File: src/rtl/sseg_capture_if.sv
// sseg_capture_if: bus between a multiplexed seven-segment source and the
// sseg_capture monitor. The master drives the display lines and err_clr.
// The slave (the monitor) returns the recovered digit values and flags.
interface sseg_capture_if #(
    parameter int NUM_DIGITS = 4
);
    logic [6:0]              sseg;
    logic [NUM_DIGITS-1:0]   digit_sel;
    logic                    err_clr;
    logic [4*NUM_DIGITS-1:0] hex_out;
    logic [NUM_DIGITS-1:0]   digit_valid;
    logic [NUM_DIGITS-1:0]   pattern_err;
    logic                    update;

    modport master (
        output sseg, digit_sel, err_clr,
        input  hex_out, digit_valid, pattern_err, update
    );

    modport slave (
        input  sseg, digit_sel, err_clr,
        output hex_out, digit_valid, pattern_err, update
    );
endinterface

File: src/rtl/sseg_capture.sv
// sseg_capture: monitors a multiplexed seven-segment bus and recovers the hex
// value shown on each digit. Every digit has its own stability filter, so a
// digit commits only after STABLE_CNT consecutive identical samples of it.
// Committed glyphs update hex_out/digit_valid. A stable blank clears
// digit_valid. A stable non-glyph pattern also sets the sticky pattern_err bit.
// Optional build macro: SSEG_ACTIVE_LOW_EN inverts sseg and digit_sel at the
// input, for common-anode boards.
module sseg_capture #(
    parameter int NUM_DIGITS = 4,
    parameter int STABLE_CNT = 4
) (
    input  logic          clk,
    input  logic          rst_n,
    sseg_capture_if.slave bus
);

    localparam logic [3:0] STABLE_W = 4'(STABLE_CNT);

    typedef enum logic [1:0] {
        PAT_BLANK,
        PAT_GLYPH,
        PAT_ILLEGAL
    } pat_kind_e;

    typedef struct packed {
        pat_kind_e  kind;
        logic [3:0] hex;
    } decode_t;

    // Map one segment pattern to its glyph value or to the blank/illegal class.
    function automatic decode_t decode_seg(input logic [6:0] seg);
        decode_t d;
        d.kind = PAT_GLYPH;
        d.hex  = 4'h0;
        case (seg)
            7'h3F: d.hex = 4'h0;
            7'h06: d.hex = 4'h1;
            7'h5B: d.hex = 4'h2;
            7'h4F: d.hex = 4'h3;
            7'h66: d.hex = 4'h4;
            7'h6D: d.hex = 4'h5;
            7'h7D: d.hex = 4'h6;
            7'h07: d.hex = 4'h7;
            7'h7F: d.hex = 4'h8;
            7'h67: d.hex = 4'h9;
            7'h77: d.hex = 4'hA;
            7'h7C: d.hex = 4'hB;
            7'h39: d.hex = 4'hC;
            7'h5E: d.hex = 4'hD;
            7'h79: d.hex = 4'hE;
            7'h71: d.hex = 4'hF;
            7'h00: d.kind = PAT_BLANK;
            default: d.kind = PAT_ILLEGAL;
        endcase
        return d;
    endfunction

    // Input polarity conditioning
    logic [6:0]            sseg_s;
    logic [NUM_DIGITS-1:0] sel_s;

`ifdef SSEG_ACTIVE_LOW_EN
    assign sseg_s = ~bus.sseg;
    assign sel_s  = ~bus.digit_sel;
`else
    assign sseg_s = bus.sseg;
    assign sel_s  = bus.digit_sel;
`endif

    // Only an exactly one-hot select is a usable sample. Zero-hot and
    // multi-hot cycles are ignored so that ghosting between digits cannot
    // feed a filter.
    logic sample_vld;
    assign sample_vld = (sel_s != '0) &&
                        ((sel_s & (sel_s - (NUM_DIGITS)'(1))) == '0);

    // Per-digit filter state
    logic [NUM_DIGITS-1:0][6:0] last_q;
    logic [NUM_DIGITS-1:0][3:0] cnt_q;
    logic [NUM_DIGITS-1:0][3:0] cnt_d;
    logic [NUM_DIGITS-1:0]      hit;
    logic [NUM_DIGITS-1:0]      commit;

    // Registered outputs
    logic [NUM_DIGITS-1:0][3:0] hex_q;
    logic [NUM_DIGITS-1:0]      valid_q;
    logic [NUM_DIGITS-1:0]      perr_q;
    logic                       update_q;

    decode_t cur;
    assign cur = decode_seg(sseg_s);

    // Next count per digit, and whether this sample makes the count reach STABLE_CNT
    always_comb begin
        // NOTE: every always_comb output gets a default before any branch, so no path leaves it unassigned and no latch is inferred.
        hit    = '0;
        commit = '0;
        cnt_d  = cnt_q;
        for (int i = 0; i < NUM_DIGITS; i++) begin
            hit[i] = sample_vld && sel_s[i];
            if (sseg_s != last_q[i]) begin
                cnt_d[i] = 4'd1;
            end else if (cnt_q[i] < STABLE_W) begin
                cnt_d[i] = cnt_q[i] + 4'd1;
            end
            // A count that is already saturated on an unchanged pattern does
            // not commit again. A changed pattern restarts the count, which
            // commits at once when STABLE_CNT is 1.
            commit[i] = hit[i] && (cnt_d[i] == STABLE_W) &&
                        ((sseg_s != last_q[i]) || (cnt_q[i] != STABLE_W));
        end
    end

    // Filter state update for the sampled digit only
    always_ff @(posedge clk or negedge rst_n) begin
        // NOTE: the per-digit last/count registers are individual flops, not a RAM, so they are reset explicitly to stop stale counts from surviving a reset.
        if (!rst_n) begin
            last_q <= '0;
            cnt_q  <= '0;
        end else begin
            for (int i = 0; i < NUM_DIGITS; i++) begin
                if (hit[i]) begin
                    // NOTE: sequential state uses non-blocking assignment so every flop samples pre-edge values, whatever order the statements are in.
                    last_q[i] <= sseg_s;
                    cnt_q[i]  <= cnt_d[i];
                end
            end
        end
    end

    // Commit results into the outputs. The illegal-pattern set is written
    // after err_clr, so set wins for a digit that commits in the same cycle.
    always_ff @(posedge clk or negedge rst_n) begin
        if (!rst_n) begin
            hex_q    <= '0;
            valid_q  <= '0;
            perr_q   <= '0;
            update_q <= 1'b0;
        end else begin
            update_q <= |commit;
            if (bus.err_clr) begin
                perr_q <= '0;
            end
            for (int i = 0; i < NUM_DIGITS; i++) begin
                if (commit[i]) begin
                    case (cur.kind)
                        PAT_GLYPH: begin
                            hex_q[i]   <= cur.hex;
                            valid_q[i] <= 1'b1;
                        end
                        PAT_BLANK: begin
                            valid_q[i] <= 1'b0;
                        end
                        default: begin
                            valid_q[i] <= 1'b0;
                            perr_q[i]  <= 1'b1;
                        end
                    endcase
                end
            end
        end
    end

    assign bus.hex_out     = hex_q;
    assign bus.digit_valid = valid_q;
    assign bus.pattern_err = perr_q;
    assign bus.update      = update_q;

endmodule

File: src/flat_wrapper.sv
// flat-port wrapper written by rule: the top's interface ports become plain ports
module sseg_capture_flat 
#(
    parameter int NUM_DIGITS = 4,
    parameter int STABLE_CNT = 4
)
  (clk, rst_n, bus_sseg, bus_digit_sel, bus_err_clr, bus_hex_out, bus_digit_valid, bus_pattern_err, bus_update);
  sseg_capture_if #(.NUM_DIGITS(NUM_DIGITS)) bus_i ();
  input  logic clk;
  input  logic rst_n;
  input wire logic [$bits(bus_i.sseg)-1:0] bus_sseg;
  input wire logic [$bits(bus_i.digit_sel)-1:0] bus_digit_sel;
  input wire logic [$bits(bus_i.err_clr)-1:0] bus_err_clr;
  output wire logic [$bits(bus_i.hex_out)-1:0] bus_hex_out;
  output wire logic [$bits(bus_i.digit_valid)-1:0] bus_digit_valid;
  output wire logic [$bits(bus_i.pattern_err)-1:0] bus_pattern_err;
  output wire logic [$bits(bus_i.update)-1:0] bus_update;
  assign bus_i.sseg = bus_sseg;
  assign bus_i.digit_sel = bus_digit_sel;
  assign bus_i.err_clr = bus_err_clr;
  assign bus_hex_out = bus_i.hex_out;
  assign bus_digit_valid = bus_i.digit_valid;
  assign bus_pattern_err = bus_i.pattern_err;
  assign bus_update = bus_i.update;
  sseg_capture #(.NUM_DIGITS(NUM_DIGITS), .STABLE_CNT(STABLE_CNT)) u_core (.clk(clk), .rst_n(rst_n), .bus(bus_i));
endmodule
File: config.mk
export PLATFORM = sky130hd
export DESIGN_NAME = sseg_capture_flat
export DESIGN_NICKNAME = d
export VERILOG_FILES = /design/src/rtl/sseg_capture_if.sv /design/src/rtl/sseg_capture.sv /design/src/flat_wrapper.sv
export SDC_FILE = /design/constraint.sdc
export NUM_CORES = 1
export LEC_CHECK = 0
export CAP_MARGIN = 40
export CORE_MARGIN = 2
export CORE_UTILIZATION = 51
export CTS_BUF_LIST = sky130_fd_sc_hd__clkbuf_16
export DETAILED_ROUTE_END_ITERATION = 6
export PLACE_DENSITY = 0.75
export RECOVER_POWER = 100
export SLEW_MARGIN = 20
export SYNTH_ARGS = -nofsm -noshare
export SYNTH_HDL_FRONTEND = slang
export SYNTH_SLANG_ARGS = --single-unit
File: constraint.sdc
create_clock -name clk -period 2 [get_ports clk]
set_clock_uncertainty 0.05 [all_clocks]
set_input_delay 0.2 -clock clk [delete_from_list [all_inputs] [get_ports clk]]
set_output_delay 0.2 -clock clk [all_outputs]
set_load 0.1 [all_outputs]
Yosys cells after proc, flatten, opt, wreduce, memory -nomap -nowiden
Cells that the tools add are included.
{"block": "totals", "reg_bits": 69, "inputBits": 14, "wordCells": 105}
{"block": "classes", "addsub": 5, "magnitude_cmp": 4, "n_eq_ne": 29, "muxes": 20, "bitwise_logic": 1, "reduce_logical": 28}
{"cell": "$eq A7 B7 Y1 const B", "count": 12}
{"cell": "$pmux W4 S15", "count": 1}
{"cell": "$mux W4", "count": 9}
{"cell": "$ne A7 B7 Y1", "count": 4}
{"cell": "$add A4 B1 Y4 const B", "count": 4}
{"cell": "$eq A4 B3 Y1 const B", "count": 4}
{"cell": "$lt A4 B3 Y1 const B", "count": 4}
{"cell": "$ne A4 B3 Y1 const B", "count": 4}
{"cell": "$reduce_or A16 Y1", "count": 1}
{"cell": "$eq A7 B3 Y1 const B", "count": 2}
{"cell": "$eq A7 B6 Y1 const B", "count": 2}
{"cell": "$logic_and A1 B1 Y1", "count": 13}
{"cell": "$mux W1", "count": 9}
{"cell": "$reduce_and A2 Y1", "count": 4}
{"cell": "$logic_not A7 Y1", "count": 1}
{"cell": "$and A4 B4 Y4", "count": 1}
{"cell": "$logic_not A4 Y1", "count": 1}
{"cell": "$logic_or A1 B1 Y1", "count": 4}
{"cell": "$pmux W2 S2", "count": 1}
{"cell": "$reduce_bool A4 Y1", "count": 1}
{"cell": "$reduce_or A4 Y1", "count": 1}
{"cell": "$sub A4 B1 Y4 const B", "count": 1}
{"cell": "$eq A2 B1 Y1 const B", "count": 1}
{"cell": "$logic_not A2 Y1", "count": 1}
{"cell": "$reduce_or A2 Y1", "count": 1}

Logic depth before layout (Yosys ltp)
Gate-level depths: netlist of run 1.
{"block": "logic_depth", "word_depth": 8, "mapped_depth": 8}

Least setup slack after synthesis of run 1
Ideal clock, no wire load.
{"block": "synth_timing", "path_kind": "register to register", "startpoint": "register u_core.cnt_q[8] in the netlist's numbering", "endpoint": "register u_core.hex_q (netlist bit u_core.bus.hex_out[8])", "setup_time_ns": 0.126, "arrival_time_ns": 1.917, "required_time_ns": 1.824, "path_slack_ns": -0.093, "path_stages_with_launch": 9, "n_path_buf": 1, "cell_sequence": "dfrtp_1 -> inv_1 -> ha_1 -> nor4bb_1 -> a21oi_1 -> nand4bb_1 -> buf_1 -> a31oi_4 -> mux2_4"}
{"block": "synth_between", "elab_chain_len": 7, "elab_cells_between_ends": 10}
{"element": "start: declaration", "line": "sseg_capture.sv:79", "source": "logic [NUM_DIGITS-1:0][3:0] cnt_q;"}
{"element": "start signal: indexed assignment", "line": "sseg_capture.sv:125", "source": "cnt_q[i] <= cnt_d[i];"}
{"element": "$add A4 B1 Y4 / $lt A4 B3 Y1 (equally long branches)", "line": "sseg_capture.sv:104, sseg_capture.sv:103"}
{"element": "$mux W4", "line": "sseg_capture.sv:103", "source": "end else if (cnt_q[i] < STABLE_W) begin"}
{"element": "$mux W4", "line": "sseg_capture.sv:101", "source": "if (sseg_s != last_q[i]) begin"}
{"element": "$eq A4 B3 Y1", "line": "sseg_capture.sv:109", "source": "commit[i] = hit[i] && (cnt_d[i] == STABLE_W) &&"}
{"element": "$logic_and A1 B1 Y1", "line": "sseg_capture.sv:109"}
{"element": "$logic_and A1 B1 Y1 (*)", "line": "sseg_capture.sv:109"}
{"element": "$reduce_and A2 Y1 (no source line) (*)"}
{"element": "end signal: indexed assignment", "line": "sseg_capture.sv:148", "source": "hex_q[i] <= cur.hex;"}
{"element": "end: declaration", "line": "sseg_capture.sv:85", "source": "logic [NUM_DIGITS-1:0][3:0] hex_q;"}
Every way passes the cells marked *; elsewhere a longest branch is shown, timed or not.
A chain may end at the register's enable or synchronous reset.

Worst setup path in the final report of run 1
{"block": "layout_timing", "startpoint": "register u_core.cnt_q[9] in the netlist's numbering", "endpoint": "register u_core.hex_q (netlist bit u_core.bus.hex_out[8])"}
Same word-level chain as after synthesis.

==> results of run 1 <==
worst min-delay path, stage by stage:
cell            delay (ns)
dlymetal6s2s_1        0.12
buf_4                 0.20
mux2_2                0.16
layout by cell type (no fill, tap or decap), types with 6 or more instances in the layout:
master     count
nor3_1         6
nor2_1         9
mux2i_1        7
xor2_1        25
mux2_2        30
a21oi_1       13
clkbuf_2      27
buf_6          6
dfrtp_1       69
buf_4         60
inv_1         19
nand3_1        7
nand2_1        7
clkbuf_16      9
o22ai_1        6
o21ai_0       11
area by class of cell:
type	instances	area, um^2	area share, %
well taps	99	124	2.46
inverters	20	75.1	1.49
clock buffers	9	225	4.47
repair buffers	116	845	16.8
clock inverters	7	90.1	1.79
flip-flops and latches	69	1730	34.3
multi-input cells	218	1950	38.7
per-stage QoR:
step / utilization [%] / hold slack (ns) / worst slack (ns) / std cells / setup TNS (ns)
finish: 70.2 / 0.332 / 0.0215 / 538 / 0
global route: 70.2 / 0.367 / -0.0769 / 538 / -0.526
CTS: 70.5 / 0.403 / 0.000400 / 534 / 0
detailed placement: 63.8 / 0.207 / -0.445 / 511 / -9.58
global placement: 63.8 / 0.203 / -0.387 / 511 / -7.97
floorplan: - / -0.146 / -0.0273 / 327 / -0.0547
how the worst max path moves through the flow:
stage | to | slack [ns] | depth (start not counted)
after floorplan | u_core.bus.hex_out[8] | -0.03 | 8
after global placement | u_core.bus.hex_out[9] | -0.39 | 7
after detailed placement | u_core.bus.hex_out[4] | -0.45 | 7
after CTS | u_core.bus.hex_out[9] | 0.0004 | 7
after global routing | u_core.bus.hex_out[5] | -0.08 | 6
final | u_core.bus.hex_out[8] | 0.02 | 7
routing by layer:
metal / vias to the layer above / routed length [um] / part of all wire (%) / GRT usage, %
met4: 0 / 227 / 2.5 / 8.68
met1: 1475 / 3820 / 42 / 28.8
met2: 66 / 4690 / 52 / 39.5
li1: 1387 / - / - / -
met5: - / 0 / 0 / 0
met3: 27 / 315 / 3.5 / 6.46
state kept, by name, summed over array words and instances, names as in the netlist:
register,count
u_core.bus.digit_valid,4
u_core.bus.update,1
u_core.bus.pattern_err,4
u_core.bus.hex_out,16
u_core.last_q,28
u_core.cnt_q,16
logic make-up after synthesis:
| logic type | share of synthesized area, % |
|---|---|
| AND/OR/NAND/NOR | 13.1 |
| multiplexers | 12.5 |
| buffers and inverters | 5.30 |
| XOR/XNOR | 7.28 |
| AO/OA/AOI/OAI | 12.8 |
| adder cells (fa/ha/maj) | 2.68 |
| flip-flops | 46.3 |
where the power goes:
group	leakage (nW)	switching, mW	internal (mW)
registers	0.846	0.104	1.54
logic	1.33	0.297	0.337
clock network	0.157	0.602	1.09
total	2.33	1.00	2.96
what timing repair did:
action                     4_1_cts  5_1_grt
setup endpoints to repair       20       19
setup buffers                    5        4
resized for setup               25       16
hold endpoints to repair        69        0
cloned                           1        0
pin swaps                        5        7
hold buffers                     1        0
==> flow_metrics.py, run 1 <==
metrics = {
    "logic_synthesis": {
        "syn_area_mm2": 0.00373,
        "synth_top_area_share_pct": 46.3,
        "synth.cells.most_frequent": "dfrtp_1 (69), mux2_2 (30), xor2_1 (25), inv_1 (20), a21oi_1 (14)",
        "synth_top_area_cell": "dfrtp_1",
        "postSynthNetCount": 349,
        "synth_flop_cell": "dfrtp_1",
        "synthDistinctLibCells": 53,
        "synthCells": 327,
        "avgSynthCellArea_um2": 11.4,
        "yosys_register_bits": 69,
        "yosysMostFrequentCell": "dfrtp_1",
        "synthArstFlopShare_pct": 100,
        "synth_edf_count": 0,
        "synth.area.top_cells": "dfrtp_1 (46%), mux2_2 (9.1%), xor2_1 (5.9%)",
        "synth.yosys.seq_area_share_pct": 46.3,
        "synth_warnings": 0,
    },
    "route": {
        "drc": 0,
        "wl_per_cell_um": 16.8,
        "vias": 2955,
        "antenna_left": 0,
        "initialDrtViolationCount": 176,
        "routed_wl_um": 9050,
        "drtPass1Iterations": 4,
        "via_per_inst": 5.49,
    },
    "grt": {
        "track_usage_pct": 23.5,
        "globalRouteOverflowTotal": 0,
        "grt_pass1_vias": 2912,
        "antenna_found_initial": 0,
        "grt_first_pass_wirelength_um": 14000,
        "grt_max_degree": 70,
    },
    "power": {
        "power.density_mw_per_mm2": 786,
        "power.leakage_nw": 2.33,
        "ir_drop_uv": 594,
        "finalPower_mw": 3.96,
    },
    "finish": {
        "num-fill-cells": 518,
        "fin_area_mm2": 0.00504,
        "nets": 456,
        "diodes": 0,
        "area_growth_pct": 35.0,
        "drive_above_1_share_pct": 41.9,
    },
    "clock_network": {
        "tritoncts": "built",
        "clk_latency_ns": 0.33,
        "clk_pin_slew_worst_paths_ns": 0.06,
        "cts_sinks": 69,
        "htree_levels": 3,
        "clk_path_buf_depth": 2,
        "numCtsBuffers": 9,
        "clock-root-buffer": "clkbuf_16",
    },
    "flow_run": {
        "cap_violations": 0,
    },
    "critical_path": {
        "critPathArrivalTime_ns": 2.15,
        "ff2ff_path_depth": 7,
        "start_kind": "flop",
        "reg2reg_slack_ns": 0.02,
        "path_buf_inv": 1,
        "cp-end-kind": "flop",
        "r2r-start": "u_core.cnt_q[9]",
        "crit_chain": "inv_2 -> ha_4 -> nor4bb_4 -> a21oi_2 -> nand4bb_4 -> a31oi_4 -> mux2_4",
        "critPathMaxStageDelay_ns": 0.39,
        "timing.rr.end": "u_core.bus.hex_out[8]",
        "crit_slowest_cell": "dfrtp_1",
        "worst-setup-path-type": "reg -> reg",
        "worstPathRequired_ns": 2.17,
        "path_delay_family": "simple AND/OR/NAND/NOR gates",
        "cp_max_fo": 3,
        "crit_start": "u_core.cnt_q[9]",
    },
    "min_path": {
        "hold_depth": 3,
        "hold_path.class": "in -> reg",
        "whs_endpoint": "u_core.last_q[26]",
        "hp-start": "bus_sseg[5]",
    },
    "timing": {
        "fin_crit_sh_pct": 98.9,
        "clock.fmax_mhz": 505,
        "rsz0062_at_grt": "yes",
        "hold_viol_final": 0,
        "relSlewSlack_pct": 36.7,
        "min_period_ns": 1.98,
        "finalSetupViolCount": 0,
        "worstMarginPinSlew_ns": 0.950,
        "final_max_slew_viol_count": 0,
    },
    "placement": {
        "gp_congestion": 0.801,
        "placed_area_mm2": 0.00458,
        "io_buffers": 38,
        "hpwl_um": 5820,
    },
    "floorplan": {
        "start_util_pct": 52.0,
        "die-area_mm2": 0.00802,
        "die_h_um": 89.5,
        "fp.coreArea_mm2": 0.00718,
        "num_rows": 31,
        "io_pins": 39,
        "die_w_um": 89.5,
    },
    "run_status": {
        "outcome": "finished, final reports clean",
    },
}
(Power assumes the default switching activity.)
==> run 2, diff against run 1 <==
--- a/config.mk
+++ b/config.mk
@@ -6,8 +6,10 @@
 export NUM_CORES = 1
 export LEC_CHECK = 0
 export CAP_MARGIN = 40
+export CELL_PAD_IN_SITES_DETAIL_PLACEMENT = 0
+export CELL_PAD_IN_SITES_GLOBAL_PLACEMENT = 1
 export CORE_MARGIN = 2
-export CORE_UTILIZATION = 51
+export CORE_UTILIZATION = 41
 export CTS_BUF_LIST = sky130_fd_sc_hd__clkbuf_16
 export DETAILED_ROUTE_END_ITERATION = 6
 export PLACE_DENSITY = 0.75
==> flow_metrics.py, run 2 (synthesized netlist as in run 1, its figures left out) <==
metrics = {
    "flow_run": {
        "cap_violations": 0,
    },
    "grt": {
        "grt_max_degree": 35,
        "globalRouteOverflowTotal": 0,
        "track_usage_pct": 18.8,
        "antenna_found_initial": 0,
        "grt_pass1_vias": 2917,
        "grt_first_pass_wirelength_um": 14500,
    },
    "clock_network": {
        "clk_latency_ns": 0.33,
        "cts_sinks": 69,
        "numCtsBuffers": 9,
        "htree_levels": 3,
        "clk_path_buf_depth": 2,
        "tritoncts": "built",
        "clock-root-buffer": "clkbuf_16",
        "clk_pin_slew_worst_paths_ns": 0.06,
    },
    "timing": {
        "rsz0062_at_grt": "yes",
        "hold_viol_final": 0,
        "min_period_ns": 1.93,
        "fin_crit_sh_pct": 96.7,
        "finalSetupViolCount": 0,
        "worst_hold_slack_ns": 0.297,
        "final_max_slew_viol_count": 0,
        "worstMarginPinSlew_ns": 0.664,
        "tns_ns": 0,
        "finalWorstSetupSlack_ns": 0.0669,
        "relSlewSlack_pct": 55.7,
        "clock.fmax_mhz": 517,
    },
    "critical_path": {
        "critPathArrivalTime_ns": 2.09,
        "r2r-start": "u_core.cnt_q[9]",
        "cp-end-kind": "flop",
        "timing.rr.end": "u_core.bus.hex_out[9]",
        "worstPathRequired_ns": 2.16,
        "worst-setup-path-type": "reg -> reg",
        "reg2reg_slack_ns": 0.07,
        "start_kind": "flop",
        "cp_max_fo": 3,
        "crit_start": "u_core.cnt_q[9]",
        "ff2ff_path_depth": 7,
    },
    "min_path": {
        "hp-start": "bus_sseg[6]",
        "whs_endpoint": "u_core.last_q[27]",
        "hold_depth": 3,
        "hold_path.class": "in -> reg",
    },
    "power": {
        "ir_drop_uv": 445,
        "power.density_mw_per_mm2": 802,
        "power.leakage_nw": 2.31,
        "finalPower_mw": 4.09,
    },
    "floorplan": {
        "die_h_um": 99.4,
        "num_rows": 34,
        "fp.coreArea_mm2": 0.00876,
        "die_w_um": 99.4,
        "start_util_pct": 42.6,
        "io_pins": 39,
        "die-area_mm2": 0.00988,
    },
    "route": {
        "via_per_inst": 5.28,
        "drtPass1Iterations": 4,
        "routed_wl_um": 8550,
        "initialDrtViolationCount": 109,
        "antenna_left": 0,
        "drc": 0,
        "wl_per_cell_um": 15.9,
        "vias": 2840,
    },
    "finish": {
        "drive_above_1_share_pct": 41.6,
        "area_growth_pct": 36.6,
        "fin_area_mm2": 0.00510,
        "nets": 448,
        "instances_no_fill": 538,
        "fin_util_pct": 58.2,
        "final_common_cell": "dfrtp_1",
        "diodes": 0,
        "largest_register_ffs": 28,
        "top_register": "u_core.last_q",
        "final_cell_mix": "dfrtp_1 (69), buf_4 (49), clkbuf_2 (32), mux2_2 (30), xor2_1 (25)",
    },
    "placement": {
        "gp_congestion": 0.820,
        "io_buffers": 38,
        "hpwl_um": 6080,
        "dp.cells": 514,
        "placed_area_mm2": 0.00458,
        "dp_slack_ns": -0.416,
    },
    "run_status": {
        "outcome": "finished, final reports clean",
    },
}
==> run 2: layout make-up <==
type,instances,area [um^2]
clock buffers,9,225
clock inverters,6,111
fillers,762,3670
inverters,20,75.1
multi-input cells,218,2000
flip-flops and latches,69,1730
well taps,108,135
repair buffers,108,825
==> run 2: worst max path at each step <==
stage | endpoint | slack, ns
2_1_floorplan | u_core.bus.hex_out[8] | -0.03
3_3_place_gp | u_core.bus.hex_out[4] | -0.38
3_5_place_dp | u_core.bus.hex_out[5] | -0.42
4_1_cts | u_core.bus.hex_out[9] | -0.006
5_1_grt | u_core.bus.hex_out[9] | -0.03
6_report | u_core.bus.hex_out[9] | 0.07
==> run 2: critical path, cell delays in order, from the launching register on <==
cell and delay (ns):
dfrtp_1 0.38, inv_2 0.08, ha_4 0.20, nor4bb_4 0.26, a21oi_2 0.08, nand4bb_4 0.23
a31oi_4 0.21, mux2_4 0.32
==> run 2: what timing repair did <==
action	in CTS	in global routing
resized for setup	20	21
hold buffers	1	0
hold endpoints to repair	25	0
gates cloned	1	0
endpoints found under the setup margin	8	13
buffers inserted	6	1
pin swaps	7	7
==> run 2: layer usage <==
layer  track usage (%)  vias to the layer above  part of all wire (%)  wire [um]
li1                  -                     1379                     -          -
met1              25.4                     1400                    46       3950
met2              29.3                       47                    48       4090
met3              4.36                       14                   3.9        333
met4              7.38                        0                   2.0        175
met5                 0                        -                     0          0
==> run 2: power by group <==
| part | internal (mW) | switching [mW] | leakage (nW) |
|---|---|---|---|
| Sequential | 1.53 | 0.0954 | 0.846 |
| Clock | 1.21 | 0.605 | 0.164 |
| Combinational | 0.336 | 0.304 | 1.30 |
| Total | 3.08 | 1.00 | 2.31 |
